<file path="config.mk">
export PLATFORM = sky130hd
export DESIGN_NAME = wbuf_sched_flat
export DESIGN_NICKNAME = d
export VERILOG_FILES = /design/src/rtl/wbuf_sched_pkg.sv /design/src/rtl/wbuf_sched_if.sv /design/src/rtl/wbuf_drain_fsm.sv /design/src/rtl/wbuf_sched.sv /design/src/flat_wrapper.sv
export SDC_FILE = /design/constraint.sdc
export NUM_CORES = 1
export LEC_CHECK = 0
export CAP_MARGIN = 20
export CORE_AREA = 10 10 154 156
export CTS_BUF_LIST = sky130_fd_sc_hd__clkbuf_4 sky130_fd_sc_hd__clkbuf_8
export CTS_CLUSTER_DIAMETER = 30
export CTS_CLUSTER_SIZE = 10
export DETAILED_ROUTE_END_ITERATION = 7
export DIE_AREA = 0 0 164 166
export GPL_TIMING_DRIVEN = 0
export PLACE_DENSITY = 0.56
export SYNTH_ARGS = -nofsm -noshare
export SYNTH_HDL_FRONTEND = slang
export SYNTH_SLANG_ARGS = --single-unit
</file>
<file path="constraint.sdc">
create_clock -name sClk_i -period 2.6 [get_ports sClk_i]
set_input_delay 0.39 -clock sClk_i [delete_from_list [all_inputs] [get_ports sClk_i]]
set_output_delay 0.39 -clock sClk_i [all_outputs]
set_load 0.01 [all_outputs]
</file>
<file path="src/rtl/wbuf_sched_pkg.sv">
// wbuf_sched_pkg: shared drain-FSM state encoding and FIFO entry field layout
// for the write-buffer scheduler (wbuf_sched, wbuf_drain_fsm).
package wbuf_sched_pkg;

   // Drain FSM encoding; values are fixed so waveforms/debug tools agree.
   typedef enum logic [1:0] {
      ST_IDLE = 2'd0,
      ST_REQ  = 2'd1,
      ST_POP  = 2'd2
   } drain_state_e;

   // FIFO entry layout: {addr, data}, data in the low bits.
   localparam int unsigned ENTRY_DATA_LSB = 0;

   // Address field starts right above the data field.
   function automatic int unsigned entry_addr_lsb(input int unsigned w_data);
      return w_data;
   endfunction

endpackage

</file>
<file path="src/rtl/wbuf_sched_if.sv">
// wbuf_sched_if: store/load/snoop, compare-FIFO and memory-write signals of
// the write-buffer scheduler. slave = scheduler side, master = environment.
interface wbuf_sched_if #(
   parameter int unsigned W_ADDR        = 32,
   parameter int unsigned W_DATA        = 32,
   parameter int unsigned C_NUMBERWORDS = 4
) ();

   localparam int unsigned W_ENTRY = W_ADDR + W_DATA;

   // CPU store request
   logic                     St_valid_i;
   logic [W_ADDR-1:0]        St_addr_i;
   logic [W_DATA-1:0]        St_data_i;
   logic                     St_ready_o;

   // Load and snoop address checks
   logic                     Ld_valid_i;
   logic [W_ADDR-1:0]        Ld_addr_i;
   logic                     Ld_hit_o;
   logic                     Snp_valid_i;
   logic [W_ADDR-1:0]        Snp_addr_i;
   logic                     Snp_hit_o;

   // Attached compare-FIFO
   logic                     Fifo_write_o;
   logic                     Fifo_read_o;
   logic [W_ENTRY-1:0]       Fifo_wdata_o;
   logic [W_ENTRY-1:0]       Fifo_rdata_i;
   logic                     Fifo_empty_i;
   logic                     Fifo_full_i;
   logic [W_ADDR-1:0]        Fifo_cmp_o;
   logic [W_ADDR-1:0]        Fifo_cmp2_o;
   logic                     Fifo_cmp_en_o;
   logic                     Fifo_cmp2_en_o;
   logic [C_NUMBERWORDS-1:0] Fifo_cmp_res_i;
   logic [C_NUMBERWORDS-1:0] Fifo_cmp2_res_i;

   // Memory write handshake
   logic                     Mem_req_o;
   logic [W_ADDR-1:0]        Mem_addr_o;
   logic [W_DATA-1:0]        Mem_data_o;
   logic                     Mem_ack_i;

   modport slave (
      input  St_valid_i, St_addr_i, St_data_i,
      output St_ready_o,
      input  Ld_valid_i, Ld_addr_i,
      output Ld_hit_o,
      input  Snp_valid_i, Snp_addr_i,
      output Snp_hit_o,
      output Fifo_write_o, Fifo_read_o, Fifo_wdata_o,
      input  Fifo_rdata_i, Fifo_empty_i, Fifo_full_i,
      output Fifo_cmp_o, Fifo_cmp2_o, Fifo_cmp_en_o, Fifo_cmp2_en_o,
      input  Fifo_cmp_res_i, Fifo_cmp2_res_i,
      output Mem_req_o, Mem_addr_o, Mem_data_o,
      input  Mem_ack_i
   );

   modport master (
      output St_valid_i, St_addr_i, St_data_i,
      input  St_ready_o,
      output Ld_valid_i, Ld_addr_i,
      input  Ld_hit_o,
      output Snp_valid_i, Snp_addr_i,
      input  Snp_hit_o,
      input  Fifo_write_o, Fifo_read_o, Fifo_wdata_o,
      output Fifo_rdata_i, Fifo_empty_i, Fifo_full_i,
      input  Fifo_cmp_o, Fifo_cmp2_o, Fifo_cmp_en_o, Fifo_cmp2_en_o,
      output Fifo_cmp_res_i, Fifo_cmp2_res_i,
      input  Mem_req_o, Mem_addr_o, Mem_data_o,
      output Mem_ack_i
   );

endinterface

</file>
<file path="src/rtl/wbuf_drain_fsm.sv">
// wbuf_drain_fsm: drains the FIFO head to memory. IDLE latches the head entry
// and requests; REQ holds the request until acked; POP removes the entry.
// The entry stays in the FIFO during REQ so loads/snoops still see it.
module wbuf_drain_fsm
   import wbuf_sched_pkg::*;
#(
   parameter int unsigned W_ADDR = 32,
   parameter int unsigned W_DATA = 32
) (
   input  logic                     sClk_i,
   input  logic                     sRst_i,
   input  logic                     fifo_empty_i,
   input  logic [W_ADDR+W_DATA-1:0] fifo_rdata_i,
   input  logic                     mem_ack_i,
   output logic                     mem_req_o,
   output logic [W_ADDR-1:0]        mem_addr_o,
   output logic [W_DATA-1:0]        mem_data_o,
   output logic                     fifo_read_o,
   output drain_state_e             state_o
);

   localparam int unsigned ADDR_LSB = entry_addr_lsb(W_DATA);

   drain_state_e        state_q;
   logic                req_q;
   logic                read_q;
   logic [W_ADDR-1:0]   addr_q;
   logic [W_DATA-1:0]   data_q;

   // Drain state machine with registered request/pop strobes and latched entry.
   always_ff @(posedge sClk_i) begin
      if (sRst_i) begin
         state_q <= ST_IDLE;
         req_q   <= 1'b0;
         read_q  <= 1'b0;
         addr_q  <= '0;
         data_q  <= '0;
      end else begin
         read_q <= 1'b0;
         case (state_q)
            ST_IDLE: begin
               if (!fifo_empty_i) begin
                  state_q <= ST_REQ;
                  req_q   <= 1'b1;
                  addr_q  <= fifo_rdata_i[ADDR_LSB +: W_ADDR];
                  data_q  <= fifo_rdata_i[ENTRY_DATA_LSB +: W_DATA];
               end
            end
            ST_REQ: begin
               if (mem_ack_i) begin
                  state_q <= ST_POP;
                  req_q   <= 1'b0;
                  read_q  <= 1'b1;
               end
            end
            ST_POP: begin
               state_q <= ST_IDLE;
            end
            default: begin
               state_q <= ST_IDLE;
               req_q   <= 1'b0;
            end
         endcase
      end
   end

   assign mem_req_o   = req_q;
   assign mem_addr_o  = addr_q;
   assign mem_data_o  = data_q;
   assign fifo_read_o = read_q;
   assign state_o     = state_q;

endmodule

</file>
<file path="src/rtl/wbuf_sched.sv">
// wbuf_sched: write-buffer scheduler in front of an external compare-FIFO.
// Accepts CPU stores into the FIFO, drains them to memory one at a time,
// reports load/snoop address hits and a sticky protocol-error flag.
// Optional flush (Flush_i / Flush_done_o) when WBUF_SCHED_FLUSH_EN is defined.
module wbuf_sched
   import wbuf_sched_pkg::*;
#(
   parameter int unsigned W_ADDR        = 32,
   parameter int unsigned W_DATA        = 32,
   parameter int unsigned C_NUMBERWORDS = 4
) (
   input  logic                                   sClk_i,
   input  logic                                   sRst_i,
   wbuf_sched_if.slave                            bus_if,
   output logic [$clog2(C_NUMBERWORDS+1)-1:0]     Pend_cnt_o,
`ifdef WBUF_SCHED_FLUSH_EN
   input  logic                                   Flush_i,
   output logic                                   Flush_done_o,
`endif
   output logic                                   Err_o
);

   localparam int unsigned W_CNT = $clog2(C_NUMBERWORDS + 1);

   drain_state_e        state;
   logic                push_c;
   logic                pop;
   logic                hold;
   logic [W_CNT-1:0]    pend_cnt_q, pend_cnt_d;
   logic                err_q, err_d;

   // Store acceptance: FIFO not full and no flush in progress.
   assign push_c = bus_if.St_valid_i & ~bus_if.Fifo_full_i & ~hold;

   assign bus_if.St_ready_o   = push_c;
   assign bus_if.Fifo_write_o = push_c;
   assign bus_if.Fifo_wdata_o = {bus_if.St_addr_i, bus_if.St_data_i};

   // Load and snoop hits come straight from the FIFO's parallel compare ports.
   assign bus_if.Fifo_cmp_o     = bus_if.Ld_addr_i;
   assign bus_if.Fifo_cmp_en_o  = bus_if.Ld_valid_i;
   assign bus_if.Ld_hit_o       = bus_if.Ld_valid_i & (|bus_if.Fifo_cmp_res_i);
   assign bus_if.Fifo_cmp2_o    = bus_if.Snp_addr_i;
   assign bus_if.Fifo_cmp2_en_o = bus_if.Snp_valid_i;
   assign bus_if.Snp_hit_o      = bus_if.Snp_valid_i & (|bus_if.Fifo_cmp2_res_i);

   wbuf_drain_fsm #(
      .W_ADDR (W_ADDR),
      .W_DATA (W_DATA)
   ) u_drain (
      .sClk_i       (sClk_i),
      .sRst_i       (sRst_i),
      .fifo_empty_i (bus_if.Fifo_empty_i),
      .fifo_rdata_i (bus_if.Fifo_rdata_i),
      .mem_ack_i    (bus_if.Mem_ack_i),
      .mem_req_o    (bus_if.Mem_req_o),
      .mem_addr_o   (bus_if.Mem_addr_o),
      .mem_data_o   (bus_if.Mem_data_o),
      .fifo_read_o  (pop),
      .state_o      (state)
   );

   assign bus_if.Fifo_read_o = pop;

   // Pending-store count: saturating up on push, down on pop, hold on both.
   always_comb begin
      pend_cnt_d = pend_cnt_q;
      if (push_c && !pop) begin
         if (pend_cnt_q < W_CNT'(C_NUMBERWORDS)) pend_cnt_d = pend_cnt_q + W_CNT'(1);
      end else if (pop && !push_c) begin
         if (pend_cnt_q != '0) pend_cnt_d = pend_cnt_q - W_CNT'(1);
      end
   end

   // Sticky error: ack outside REQ, or a push into a full FIFO.
   always_comb begin
      err_d = err_q;
      if (bus_if.Mem_ack_i && (state != ST_REQ)) err_d = 1'b1;
      if (push_c && bus_if.Fifo_full_i)          err_d = 1'b1;
   end

   // Counter and error registers.
   always_ff @(posedge sClk_i) begin
      if (sRst_i) begin
         pend_cnt_q <= '0;
         err_q      <= 1'b0;
      end else begin
         pend_cnt_q <= pend_cnt_d;
         err_q      <= err_d;
      end
   end

   assign Pend_cnt_o = pend_cnt_q;
   assign Err_o      = err_q;

`ifdef WBUF_SCHED_FLUSH_EN
   logic hold_q, hold_d;
   logic done_q, done_d;

   // Flush: hold stores until the buffer is empty and the drain is idle.
   always_comb begin
      hold_d = hold_q;
      done_d = 1'b0;
      if (hold_q && (pend_cnt_q == '0) && (state == ST_IDLE)) begin
         hold_d = 1'b0;
         done_d = 1'b1;
      end
      if (Flush_i) hold_d = 1'b1;
   end

   // Flush hold and completion pulse registers.
   always_ff @(posedge sClk_i) begin
      if (sRst_i) begin
         hold_q <= 1'b0;
         done_q <= 1'b0;
      end else begin
         hold_q <= hold_d;
         done_q <= done_d;
      end
   end

   assign hold         = hold_q;
   assign Flush_done_o = done_q;
`else
   assign hold = 1'b0;
`endif

endmodule

</file>
<file path="src/flat_wrapper.sv">
// flat-port wrapper written by rule: the top's interface ports become plain ports
module wbuf_sched_flat import wbuf_sched_pkg::*;
#(
   parameter int unsigned W_ADDR        = 32,
   parameter int unsigned W_DATA        = 32,
   parameter int unsigned C_NUMBERWORDS = 4
)
  (sClk_i, sRst_i, Pend_cnt_o, Err_o, bus_if_St_valid_i, bus_if_St_addr_i, bus_if_St_data_i, bus_if_St_ready_o, bus_if_Ld_valid_i, bus_if_Ld_addr_i, bus_if_Ld_hit_o, bus_if_Snp_valid_i, bus_if_Snp_addr_i, bus_if_Snp_hit_o, bus_if_Fifo_write_o, bus_if_Fifo_read_o, bus_if_Fifo_wdata_o, bus_if_Fifo_rdata_i, bus_if_Fifo_empty_i, bus_if_Fifo_full_i, bus_if_Fifo_cmp_o, bus_if_Fifo_cmp2_o, bus_if_Fifo_cmp_en_o, bus_if_Fifo_cmp2_en_o, bus_if_Fifo_cmp_res_i, bus_if_Fifo_cmp2_res_i, bus_if_Mem_req_o, bus_if_Mem_addr_o, bus_if_Mem_data_o, bus_if_Mem_ack_i);
  wbuf_sched_if #(.W_ADDR(W_ADDR), .W_DATA(W_DATA), .C_NUMBERWORDS(C_NUMBERWORDS)) bus_if_i ();
  input  logic sClk_i;
  input  logic sRst_i;
  output logic [$clog2(C_NUMBERWORDS+1)-1:0] Pend_cnt_o;
  output logic Err_o;
  input wire logic [$bits(bus_if_i.St_valid_i)-1:0] bus_if_St_valid_i;
  input wire logic [$bits(bus_if_i.St_addr_i)-1:0] bus_if_St_addr_i;
  input wire logic [$bits(bus_if_i.St_data_i)-1:0] bus_if_St_data_i;
  output wire logic [$bits(bus_if_i.St_ready_o)-1:0] bus_if_St_ready_o;
  input wire logic [$bits(bus_if_i.Ld_valid_i)-1:0] bus_if_Ld_valid_i;
  input wire logic [$bits(bus_if_i.Ld_addr_i)-1:0] bus_if_Ld_addr_i;
  output wire logic [$bits(bus_if_i.Ld_hit_o)-1:0] bus_if_Ld_hit_o;
  input wire logic [$bits(bus_if_i.Snp_valid_i)-1:0] bus_if_Snp_valid_i;
  input wire logic [$bits(bus_if_i.Snp_addr_i)-1:0] bus_if_Snp_addr_i;
  output wire logic [$bits(bus_if_i.Snp_hit_o)-1:0] bus_if_Snp_hit_o;
  output wire logic [$bits(bus_if_i.Fifo_write_o)-1:0] bus_if_Fifo_write_o;
  output wire logic [$bits(bus_if_i.Fifo_read_o)-1:0] bus_if_Fifo_read_o;
  output wire logic [$bits(bus_if_i.Fifo_wdata_o)-1:0] bus_if_Fifo_wdata_o;
  input wire logic [$bits(bus_if_i.Fifo_rdata_i)-1:0] bus_if_Fifo_rdata_i;
  input wire logic [$bits(bus_if_i.Fifo_empty_i)-1:0] bus_if_Fifo_empty_i;
  input wire logic [$bits(bus_if_i.Fifo_full_i)-1:0] bus_if_Fifo_full_i;
  output wire logic [$bits(bus_if_i.Fifo_cmp_o)-1:0] bus_if_Fifo_cmp_o;
  output wire logic [$bits(bus_if_i.Fifo_cmp2_o)-1:0] bus_if_Fifo_cmp2_o;
  output wire logic [$bits(bus_if_i.Fifo_cmp_en_o)-1:0] bus_if_Fifo_cmp_en_o;
  output wire logic [$bits(bus_if_i.Fifo_cmp2_en_o)-1:0] bus_if_Fifo_cmp2_en_o;
  input wire logic [$bits(bus_if_i.Fifo_cmp_res_i)-1:0] bus_if_Fifo_cmp_res_i;
  input wire logic [$bits(bus_if_i.Fifo_cmp2_res_i)-1:0] bus_if_Fifo_cmp2_res_i;
  output wire logic [$bits(bus_if_i.Mem_req_o)-1:0] bus_if_Mem_req_o;
  output wire logic [$bits(bus_if_i.Mem_addr_o)-1:0] bus_if_Mem_addr_o;
  output wire logic [$bits(bus_if_i.Mem_data_o)-1:0] bus_if_Mem_data_o;
  input wire logic [$bits(bus_if_i.Mem_ack_i)-1:0] bus_if_Mem_ack_i;
  assign bus_if_i.St_valid_i = bus_if_St_valid_i;
  assign bus_if_i.St_addr_i = bus_if_St_addr_i;
  assign bus_if_i.St_data_i = bus_if_St_data_i;
  assign bus_if_St_ready_o = bus_if_i.St_ready_o;
  assign bus_if_i.Ld_valid_i = bus_if_Ld_valid_i;
  assign bus_if_i.Ld_addr_i = bus_if_Ld_addr_i;
  assign bus_if_Ld_hit_o = bus_if_i.Ld_hit_o;
  assign bus_if_i.Snp_valid_i = bus_if_Snp_valid_i;
  assign bus_if_i.Snp_addr_i = bus_if_Snp_addr_i;
  assign bus_if_Snp_hit_o = bus_if_i.Snp_hit_o;
  assign bus_if_Fifo_write_o = bus_if_i.Fifo_write_o;
  assign bus_if_Fifo_read_o = bus_if_i.Fifo_read_o;
  assign bus_if_Fifo_wdata_o = bus_if_i.Fifo_wdata_o;
  assign bus_if_i.Fifo_rdata_i = bus_if_Fifo_rdata_i;
  assign bus_if_i.Fifo_empty_i = bus_if_Fifo_empty_i;
  assign bus_if_i.Fifo_full_i = bus_if_Fifo_full_i;
  assign bus_if_Fifo_cmp_o = bus_if_i.Fifo_cmp_o;
  assign bus_if_Fifo_cmp2_o = bus_if_i.Fifo_cmp2_o;
  assign bus_if_Fifo_cmp_en_o = bus_if_i.Fifo_cmp_en_o;
  assign bus_if_Fifo_cmp2_en_o = bus_if_i.Fifo_cmp2_en_o;
  assign bus_if_i.Fifo_cmp_res_i = bus_if_Fifo_cmp_res_i;
  assign bus_if_i.Fifo_cmp2_res_i = bus_if_Fifo_cmp2_res_i;
  assign bus_if_Mem_req_o = bus_if_i.Mem_req_o;
  assign bus_if_Mem_addr_o = bus_if_i.Mem_addr_o;
  assign bus_if_Mem_data_o = bus_if_i.Mem_data_o;
  assign bus_if_i.Mem_ack_i = bus_if_Mem_ack_i;
  wbuf_sched #(.W_ADDR(W_ADDR), .W_DATA(W_DATA), .C_NUMBERWORDS(C_NUMBERWORDS)) u_core (.sClk_i(sClk_i), .sRst_i(sRst_i), .bus_if(bus_if_i), .Pend_cnt_o(Pend_cnt_o), .Err_o(Err_o));
endmodule
</file>
* Word-level counts from Yosys, hierarchy flattened
Index checks and enable logic that the tools add are counted.
Operators by class: add/subtract/negate cells 2, order comparisons 1, equality and inequality tests 6, mux-type cells 13, bitwise operators 7, reduce and logical (&&, ||, !) cells 18
Operator list (number):
- $mux 3 | 4
- $reduce_or 4->1 | 2
- $ne 2x2->1 const B | 3
- $reduce_and 3->1 | 2
- $reduce_bool 2->1 | 3
- $mux 1 | 5
- $logic_and 1x1->1 | 4
- $mux 2 | 2
- $not 1->1 | 4
- $pmux 2 s2 | 1
- $reduce_and 2->1 | 2
- $add 3x1->3 const B | 1
- $and 1x1->1 | 3
- $lt 3x3->1 const B | 1
- $pmux 1 s3 | 1
- $reduce_bool 3->1 | 1
- $sub 3x1->3 const B | 1
- $eq 2x1->1 const B | 1
- $eq 2x2->1 const B | 1
- $logic_not 1->1 | 2
- $logic_not 2->1 | 1
- $ne 2x1->1 const B | 1
- $reduce_or 2->1 | 1
Word-level totals: flip-flop bits (word level) 72, output and inout bits 204, word-level logic and storage cells 54

* Longest topological paths before layout
depth after elaboration 6, mapped depth 6

* Hierarchy
From an unflattened synthesis, not the netlist that was laid out.
Unflattened totals: cells, all modules 482, area total of the unflattened synthesis 4330.4 µm²
Modules (own cells, without submodules):
- wbuf_drain_fsm | times used 1, cells an instance 319, area each 3083.0 µm², seq. area each 1361.3 µm²
- wbuf_sched | times used 1, cells an instance 163, area each 1247.4 µm², seq. area each 80.1 µm²

* Worst setup path before layout
OpenSTA, ideal clock, no wires.
path type input to register, from input bus_if_St_valid_i, to register u_core.pend_cnt_q[2] (netlist: u_core.Pend_cnt_o[2]), arrival 1.898 ns, required time 2.526 ns, setup slack 0.628 ns, stages 5, cell sequence nor2b_1 > nand2_1 > fa_1 > or4_1 > a31oi_1
On the way: longest elaborated chain between the ends 5, elaborated cells between the ends (all ways) 9, classes of those cells eq/ne (1); mux (1); bitwise (1); reduce/logical (6)
Ends and longest elaborated chain:
- start, declared | line flat_wrapper.sv:14 | input wire logic [$bits(bus_if_i.St_valid_i)-1:0] bus_if_St_valid_i;
- $and 1x1->1 (*) | line wbuf_sched.sv:33 | assign push_c = bus_if.St_valid_i & ~bus_if.Fifo_full_i & ~hold;
- $logic_not 1->1 | line wbuf_sched.sv:70 | end else if (pop && !push_c) begin
- $logic_and 1x1->1 | line wbuf_sched.sv:70
- $reduce_bool 2->1 (no source line)
- $reduce_and 3->1 (no source line)
- end signal, assigned | line wbuf_sched.sv:88 | pend_cnt_q <= pend_cnt_d;
- end, declared | line wbuf_sched.sv:29 | logic [W_CNT-1:0] pend_cnt_q, pend_cnt_d;
Mark *: on every way between the ends. The rest lies on a longest branch, timed or not. A chain may end at the register's enable or synchronous reset.

* Worst setup path after layout
from input bus_if_St_valid_i, to output bus_if_St_ready_o
On the way: longest elaborated chain between the ends 1
Ends and longest elaborated chain:
- $and 1x1->1 | line wbuf_sched.sv:33
- end, declared | line flat_wrapper.sv:17 | output wire logic [$bits(bus_if_i.St_ready_o)-1:0] bus_if_St_ready_o;
Every way passes these cells.

==> results_dict.tcl <==
set metrics [dict create \
    cp.depth 4 \
    synth_warnings 0 \
    post-cts-setup-buffers 0 \
    drc 0 \
    finalHoldViolCount 0 \
    leakagePower_nw 2.79 \
    cts.repair.resized 0 \
    syn-num-nets 661 \
    worst_pin_slew_ns 0.701 \
    synth_top_area_cell "dfxtp_1" \
    report.final.setup_viol 0 \
    wl_per_cell_um 16.7 \
    path_cells "clkdlybuf4s50_1 -> nor2b_1 -> buf_4 -> clkdlybuf4s50_1" \
    critical-path-max-stage-delay_ns 0.53 \
    drt_iter0_markers 100 \
    synth_cell_types 23 \
    ys_seq_area_share_pct 40.4 \
    grt_pass1_wl_um 24700 \
    r2r_setup_slack_ns 0.95 \
    cts_tree "built" \
    r2r-end "u_core.Pend_cnt_o[2]" \
    grt_max_degree 12 \
    ant_nets 0 \
    drive_gt1_share_pct 21.6 \
    syn_area_per_cell_um2 7.89 \
    max-slew-margin-rel_pct 53.3 \
    grt_pass1_vias 4048 \
    avgViaCountPerCell 3.72 \
    dieArea_um2 27200 \
    crit_start "bus_if_St_valid_i" \
    synthTopCellsByArea "dfxtp_1 40%, buf_4 28%, nand2_1 14%" \
    track_usage_pct 11.8 \
    grt_antenna_before_repair 0 \
    peakVddDrop_v 0.000189 \
    cpMostUsedCell "clkdlybuf4s50_1" \
    cts_sinks 72 \
    period_minus_slack_ns 2.33 \
    num_antenna_cells 0 \
    syn_area_um2 3560 \
    maxSlewViolCount 0 \
    critPathRequiredTime_ns 2.21 \
    hp-class "flip-flop to flip-flop" \
    fp.dieH_um 166 \
    htree_levels 3 \
    start_util_pct 17.2 \
    cp-start-kind "input port" \
    root_buffer "clkbuf_8" \
    clk_latency_ns 0.36 \
    ys_seq_elements 72 \
    postCtsHoldBufs 0 \
    dp_hpwl_um 14400 \
    path_clk_slew_ns 0.07 \
    synth_top_area_share_pct 40.4 \
    cp_num_buf_inv 3 \
    firstDrtPassIters 4 \
    cp_max_fo 6 \
    endpoint "bus_if_St_ready_o" \
    portBuffers 283 \
    fin_setup_tns_ns 0 \
    rsz0062_at_grt "no" \
    overflow 0 \
    outcome "finished, final reports clean" \
    rows 53 \
    core_region_area_um2 20700 \
    clock_path_buffers 2 \
    maxCapViolations 0 \
    die-width_um 164 \
    p_total_mw 3.07 \
    path_delay_family "buffers and inverters" \
    syn_to_final_growth_pct 94.5 \
    synthCells 452 \
    io-pin-count 412 \
    r2r_cells 5 \
    hold_path_startpoint "u_core.u_drain.mem_addr_o[6]" \
    fin_skew_ns 0.00602 \
    power_per_cell_area_nw_per_um2 443 \
    wl_um 17100 \
    vias 3819 \
    fmax_mhz 430 \
    gp_congestion 0.768 \
    crit-reg2reg-launch "u_core.u_drain.fifo_read_o" \
    worstPathArrival_ns 1.94 \
    crit_path_end_kind "primary output" \
    period_share_pct 89.5 \
    num-nets-final 955 \
    crit_type "input port to primary output" \
    critPathSlowestCell "clkdlybuf4s50_1" \
    numCtsBuffers 9 \
]
[worst min path at each step]
stage,end,slack (ns),cells past startpoint
2_1_floorplan,u_core.u_drain.mem_addr_o[0],0.48,2
3_3_place_gp,u_core.u_drain.mem_data_o[29],0.44,2
3_5_place_dp,u_core.u_drain.mem_data_o[31],0.45,2
4_1_cts,u_core.u_drain.mem_data_o[31],0.46,2
5_1_grt,u_core.u_drain.mem_addr_o[10],0.48,2
6_report,u_core.u_drain.mem_addr_o[6],0.45,2
[cell usage in the layout, fill, tap and decap left out, drive strengths merged]
cell           instances
or3                    1
and3b                  1
dfxtp                 72
nor3                   4
clkinvlp               1
a31oi                  1
clkbuf                23
a21oi                 66
o21ai                  3
clkdlybuf4s50        283
nor2b                  3
o41a                   2
or4                    1
inv                    1
fa                     1
buf                  144
o31a                   1
mux2i                  1
nand2                130
nand2b                 4
mux2                   1
nor4b                  1
nor2                   4
clkinv                 1
or4b                   1
[synthesized netlist by cell type]
| master | count |
|---|---|
| nand2_1 | 130 |
| dfxtp_1 | 72 |
| o21ai_0 | 3 |
| nor2_1 | 4 |
| mux2i_1 | 1 |
| or4b_1 | 1 |
| or4_1 | 1 |
| a21oi_1 | 66 |
| o31a_2 | 1 |
| and3b_1 | 1 |
| nand2b_1 | 4 |
| nor2b_1 | 3 |
| or3_1 | 1 |
| nor4b_1 | 1 |
| clkbuf_1 | 9 |
| mux2_4 | 1 |
| o41a_1 | 2 |
| a31oi_1 | 1 |
| fa_1 | 1 |
| buf_4 | 131 |
| buf_2 | 13 |
| nor3_1 | 4 |
| inv_1 | 1 |
[through the flow]
stage          hold WS [ns]  area (um^2)  worst slack, ns  util, %  instances
4_1_cts               0.458         6930            0.253     33.5       1026
2_1_floorplan         0.481         3560            0.628        -        452
6_report              0.455         6930            0.272     33.5       1026
3_3_place_gp          0.441         6740           0.0587     32.6       1010
5_1_grt               0.477         6930            0.157     33.5       1026
3_5_place_dp          0.446         6740           0.0604     32.6       1010
[kinds of logic after synthesis]
group,Yosys count,synth area share [%]
multiplexers,2,0.702
adder cells (fa/ha/maj),1,0.562
buffers and inverters,154,30.5
flip-flops,72,40.4
AO/OA/AOI/OAI,73,10.8
AND/OR/NAND/NOR,150,17.1
[sequential cells by signal, indices dropped and copies added, names as in the netlist]
register	count
u_core.Pend_cnt_o	3
u_core.Err_o	1
u_core.u_drain.mem_data_o	32
u_core.u_drain.fifo_read_o	1
u_core.u_drain.mem_req_o	1
u_core.u_drain.mem_addr_o	32
u_core.u_drain.state_o	2
[routing by layer]
metal	global-route usage, %	share of wire (%)	vias to the layer above	wire (um)
met1	11.4	36	1686	6090
met3	6.49	12	10	2120
met4	2.02	0.67	0	114
met2	21.5	51	222	8780
met5	0	0	-	0
li1	-	-	1901	-
[final cells by class]
cell class	count	area, um^2
Tap cell	275	344
Buffer	153	1080
Multi-Input combinational cell	226	1040
Timing Repair Buffer	283	2830
Inverter	1	3.75
Clock inverter	2	12.5
Clock buffer	14	180
Sequential cell	72	1440
Fill cell	2224	13800
[report_power, final]
part | internal (mW) | switching (mW)
registers | 1.18 | 0.0438
logic | 0.594 | 0.371
clock network | 0.446 | 0.444
[worst reg2reg max path, cell delays in order (launching register included)]
cell and delay [ns]:
dfxtp_1 0.34, inv_1 0.09, nand2_1 0.07, fa_1 0.40, or4_1 0.52, a31oi_1 0.16
Power figures use the tool's default switching activity.
